**config.mk**
```make
export PLATFORM = sky130hd
export DESIGN_NAME = fan_button_conditioner
export DESIGN_NICKNAME = d
export VERILOG_FILES = /design/src/rtl/fan_button_conditioner.sv
export SDC_FILE = /design/constraint.sdc
export NUM_CORES = 1
export LEC_CHECK = 0
export CORE_MARGIN = 2
export CORE_UTILIZATION = 50
export DETAILED_ROUTE_END_ITERATION = 6
export PLACE_DENSITY = 0.76
export SLEW_MARGIN = 25
export SYNTH_ARGS = -nofsm -noshare
export SYNTH_HDL_FRONTEND = slang
export SYNTH_SLANG_ARGS = --single-unit
```
**constraint.sdc**
```tcl
create_clock -name clk -period 1.6 [get_ports clk]
set_input_delay 0.32 -clock clk [delete_from_list [all_inputs] [get_ports clk]]
set_output_delay 0.32 -clock clk [all_outputs]
set_load 0.02 [all_outputs]
```
**src/rtl/fan_button_conditioner.sv**
```systemverilog
// fan_button_conditioner: synchronizes and debounces the power/add/minus buttons, then
// turns them into one-cycle pulses, with auto-repeat on add/minus.
module fan_button_conditioner #(
    parameter int DEBOUNCE_CYCLES = 4,
    parameter int REPEAT_DELAY    = 8,
    parameter int REPEAT_PERIOD   = 4
) (
    input  logic clk,
    input  logic rst,
    input  logic power_btn_raw,
    input  logic add_btn_raw,
    input  logic minus_btn_raw,
    output logic signal,
    output logic add,
    output logic minus
);
    localparam int DW   = $clog2(DEBOUNCE_CYCLES + 1);
    localparam int RMAX = REPEAT_DELAY > REPEAT_PERIOD ? REPEAT_DELAY : REPEAT_PERIOD;
    localparam int RW   = $clog2(RMAX + 1);
    localparam logic [DW-1:0] D_LAST = DW'(DEBOUNCE_CYCLES - 1);
    localparam logic [RW-1:0] RD_L   = RW'(REPEAT_DELAY);
    localparam logic [RW-1:0] RP_L   = RW'(REPEAT_PERIOD);
    localparam logic [1:0] IDLE   = 2'd0;
    localparam logic [1:0] DELAY  = 2'd1;
    localparam logic [1:0] REPEAT = 2'd2;
    localparam logic [1:0] LOCK   = 2'd3;

    logic [2:0] raw, s1, s2, lvl, lvl_q;
    logic [DW-1:0] dcnt [3];
    logic [1:0] st [2];
    logic [1:0] st_n [2];
    logic [RW-1:0] rcnt [2];
    logic [RW-1:0] rcnt_n [2];
    logic [1:0] pls;
    logic sig_n, both;

    assign raw   = {minus_btn_raw, add_btn_raw, power_btn_raw};
    assign both  = lvl[1] & lvl[2];
    assign sig_n = lvl[0] & ~lvl_q[0];

    // Channel order: 0 = power, 1 = add, 2 = minus.
    always_ff @(posedge clk) begin
        if (rst) begin
            s1    <= '0;
            s2    <= '0;
            lvl   <= '0;
            lvl_q <= '0;
            for (int i = 0; i < 3; i++) dcnt[i] <= '0;
        end else begin
            s1    <= raw;
            s2    <= s1;
            lvl_q <= lvl;
            for (int i = 0; i < 3; i++) begin
                if (s2[i] == lvl[i]) dcnt[i] <= '0;
                else if (dcnt[i] == D_LAST) begin
                    dcnt[i] <= '0;
                    lvl[i]  <= ~lvl[i];
                end else dcnt[i] <= dcnt[i] + 1'b1;
            end
        end
    end

    // Repeat FSMs; index 0 = add, 1 = minus. A simultaneous press locks both out.
    always_comb begin
        for (int j = 0; j < 2; j++) begin
            st_n[j]   = st[j];
            rcnt_n[j] = rcnt[j];
            pls[j]    = 1'b0;
            if (both) begin
                st_n[j]   = LOCK;
                rcnt_n[j] = '0;
            end else if (!lvl[j+1]) begin
                st_n[j]   = IDLE;
                rcnt_n[j] = '0;
            end else if (st[j] == IDLE && !lvl_q[j+1]) begin
                pls[j]    = 1'b1;
                st_n[j]   = DELAY;
                rcnt_n[j] = RW'(1);
            end else if (st[j] == DELAY || st[j] == REPEAT) begin
                if (rcnt[j] == (st[j] == DELAY ? RD_L : RP_L)) begin
                    pls[j]    = 1'b1;
                    st_n[j]   = REPEAT;
                    rcnt_n[j] = RW'(1);
                end else rcnt_n[j] = rcnt[j] + 1'b1;
            end
        end
    end

    always_ff @(posedge clk) begin
        if (rst) begin
            for (int j = 0; j < 2; j++) begin
                st[j]   <= IDLE;
                rcnt[j] <= '0;
            end
            signal <= 1'b0;
            add    <= 1'b0;
            minus  <= 1'b0;
        end else begin
            for (int j = 0; j < 2; j++) begin
                st[j]   <= st_n[j];
                rcnt[j] <= rcnt_n[j];
            end
            signal <= sig_n;
            add    <= pls[0] & ~sig_n;
            minus  <= pls[1] & ~sig_n;
        end
    end
endmodule

```
==> results.md <==
- Area delta synth->final: 12.4%
- # hold bufs at CTS: 0
- Setup Viol. Count Final: 0
- TritonCTS Buffers: 5
- Setup CP Type: reg2reg
- Proportion of layout cells with a drive suffix above 1: 5.08%
- CTS tree: yes
- Setup_tns: 0 ps
- Fin crit share: 92.2%
- Mapped Cells: 156
- WL/cell: 11.0 microns
- Clock Tree Root: clkbuf_4
- CTS Buffer Depth: 2
- Leak: 0.742 nW
- Grt ovf: 0
- Vias per cell: 4.78
- Maximum VDD drop: 0.000551 V
- Core ar.: 0.00305 sq mm
- Total length of routed wires: 2430 microns
- Die ar.: 0.00367 sq mm
- Clock Sink Count: 36
- Clock Latency Late Sink: 330 ps
- Status: finished clean
- 1st-iter DRT viols: 35
- # rows: 20
- Power after layout: 1.45 mW
- Crit path max fanout: 3
- Final count of pins violating max slew: 0
- Die Wd: 60.6 microns
- Routability cong.: 0.776
- Die Span Y: 60.6 microns
- Final Hold Fails: 0
- Yosys top cell by area: dfxtp_1
- Antenna-violating nets left: 0
- Pin count of the biggest net entering global routing: 11
- IO Pins: 8
- Sequential area share after synthesis: 50.6%
- Layout fillers: 267
- CP arrival: 1670 ps
- Worst Skew: 3.17 ps
- Avg Cell Area, Syn: 10.3 sq um
- F_max: 678 MHz
- RSZ-0062 raised after global routing: no
- Post-synth top area share: 33.8%
- Vias in the first global route: 1039
- Startpoint Class: flop
- Starting Density: 52.5%
- Antenna cells: 0
- Critical Path RT: 1790 ps
- Port bufs: 7
- Max_cap viols: 0
- First-pass GRT wire length: 4290 microns
- Ys Warns: 0
- H-tree depth: 2
- DRC: 0
- DR pass1 iterations: 4
- Power Density: 803 mW/mm^2
- Cells after DPL: 213
- Fin nets: 195
- Top post-synthesis cells by area: dfxtp_1 (34%), edfxtp_1 (17%), ha_1 (11%)
- Fin cells: 221
- Cell Area, Synth: 0.00160 sq mm
- Count of cell types in the netlist: 27
- Crit path capture type: flop
- FF+latch count, synth: 36
- DP HPWL: 1880 microns
- GRT Resource Usage Total: 16.3%
- DR vias: 1057
- Clock transition at path regs: 90 ps
- Period minus WS final: 1470 ps
- Hold/Removal Path Class: reg2reg
- Initial antenna violation count: 0
cell families after synthesis:
group / count (synthesis) / synth area share [%]
fa+ha+maj: 14 / 10.9
xor+xnor: 9 / 4.92
other cells: 1 / 0.234
flops: 36 / 50.6
compound gates: 16 / 6.09
buf+inv: 19 / 5.00
mux: 5 / 3.13
simple gates: 56 / 19.1
flip-flops by register name, indices dropped and copies added, names as in the netlist:
register,flops
lvl,3
add,1
dcnt,9
s1,3
st,4
s2,3
lvl_q,3
minus,1
signal,1
rcnt,8
through the flow:
step	setup WS, ps	hold slack, ps	area (sq um)	utilization (%)
after global routing	32.8	440	1800	59.0
final	125	424	1800	59.0
after global placement	21.8	398	1750	57.4
after floorplan	231	383	1630	-
after detailed placement	-18.6	400	1750	57.4
after CTS	21.6	426	1800	58.9
timing repair:
item | 4_1_cts | 5_1_grt
setup endpoints to repair | 2 | 1
pin swaps | 0 | 0
buffers inserted | 0 | 0
resized for setup | 2 | 1
endpoints found under the hold margin | 0 | 0
per-layer routing:
metal,up-vias,GRT usage (%),part of all wire [%]
li1,551,-,-
met1,486,18.0,45
met2,14,27.2,49
met3,6,7.25,3.9
met4,0,6.83,1.9
met5,-,0,0
cell type report:
type | instances | area [sq um] | area share (%)
Timing Repair Buffer | 10 | 92.6 | 5.14
Multi-Input combinational cell | 109 | 741 | 41.1
Inverter | 14 | 52.6 | 2.92
Tap cell | 44 | 55.1 | 3.06
Clock buffer | 7 | 45.0 | 2.50
Sequential cell | 36 | 811 | 45.0
Clock inverter | 1 | 3.75 | 0.208
cell usage in the layout, fill, tap and decap left out, types with 3 or more instances in the layout:
cell / netlist / routed
a21oi_1: 4 / 4
or3_1: 3 / 3
nand2b_1: 5 / 5
nor3_1: 6 / 6
mux2i_1: 5 / 5
xor2_1: 4 / 4
nand2_1: 8 / 8
ha_1: 14 / 14
edfxtp_1: 9 / 9
o21ai_0: 6 / 6
clkbuf_4: 0 / 5
clkdlybuf4s50_1: 0 / 4
nor3b_1: 3 / 3
nor2b_1: 10 / 10
inv_1: 14 / 14
conb_1: 1 / 9
xnor2_1: 5 / 5
buf_4: 2 / 3
dfxtp_1: 27 / 27
nor2_1: 14 / 14
cells in the mapped netlist, drive strengths merged:
library cell and n:
a31oi 2, nand2 8, xnor2 5, o211a 2, or3 3, buf 3
xor2 4, conb 1, mux2i 5, and3b 2, nor3 6, nor3b 4
nor2b 10, inv 14, clkbuf 2, nor2 14, dfxtp 27, o21ai 6
a21oi 4, and2b 2, nand2b 5, ha 14, o211ai 2, edfxtp 9
nand4 2
worst paths after layout:
kind | end | slack, ps | depth (start not counted) | start
setup / recovery | dcnt[0][1] | 130 | 4 | dcnt[0][0]
hold / removal | signal | 420 | 1 | lvl_q[0]
setup reg to reg | dcnt[0][1] | 130 | 4 | dcnt[0][0]
hold reg to reg | signal | 420 | 1 | lvl_q[0]
critical path, cell delays in order (launching register included):
cell	delay, ps
edfxtp_1	430
ha_1	220
ha_1	200
or3_1	390
nor2_1	110
report_power, final:
part           internal (mW)  switching, mW
Sequential             0.950        0.00869
Combinational         0.0306         0.0271
Clock                  0.169          0.261
No activity file was read; power rests on OpenSTA's default activity.
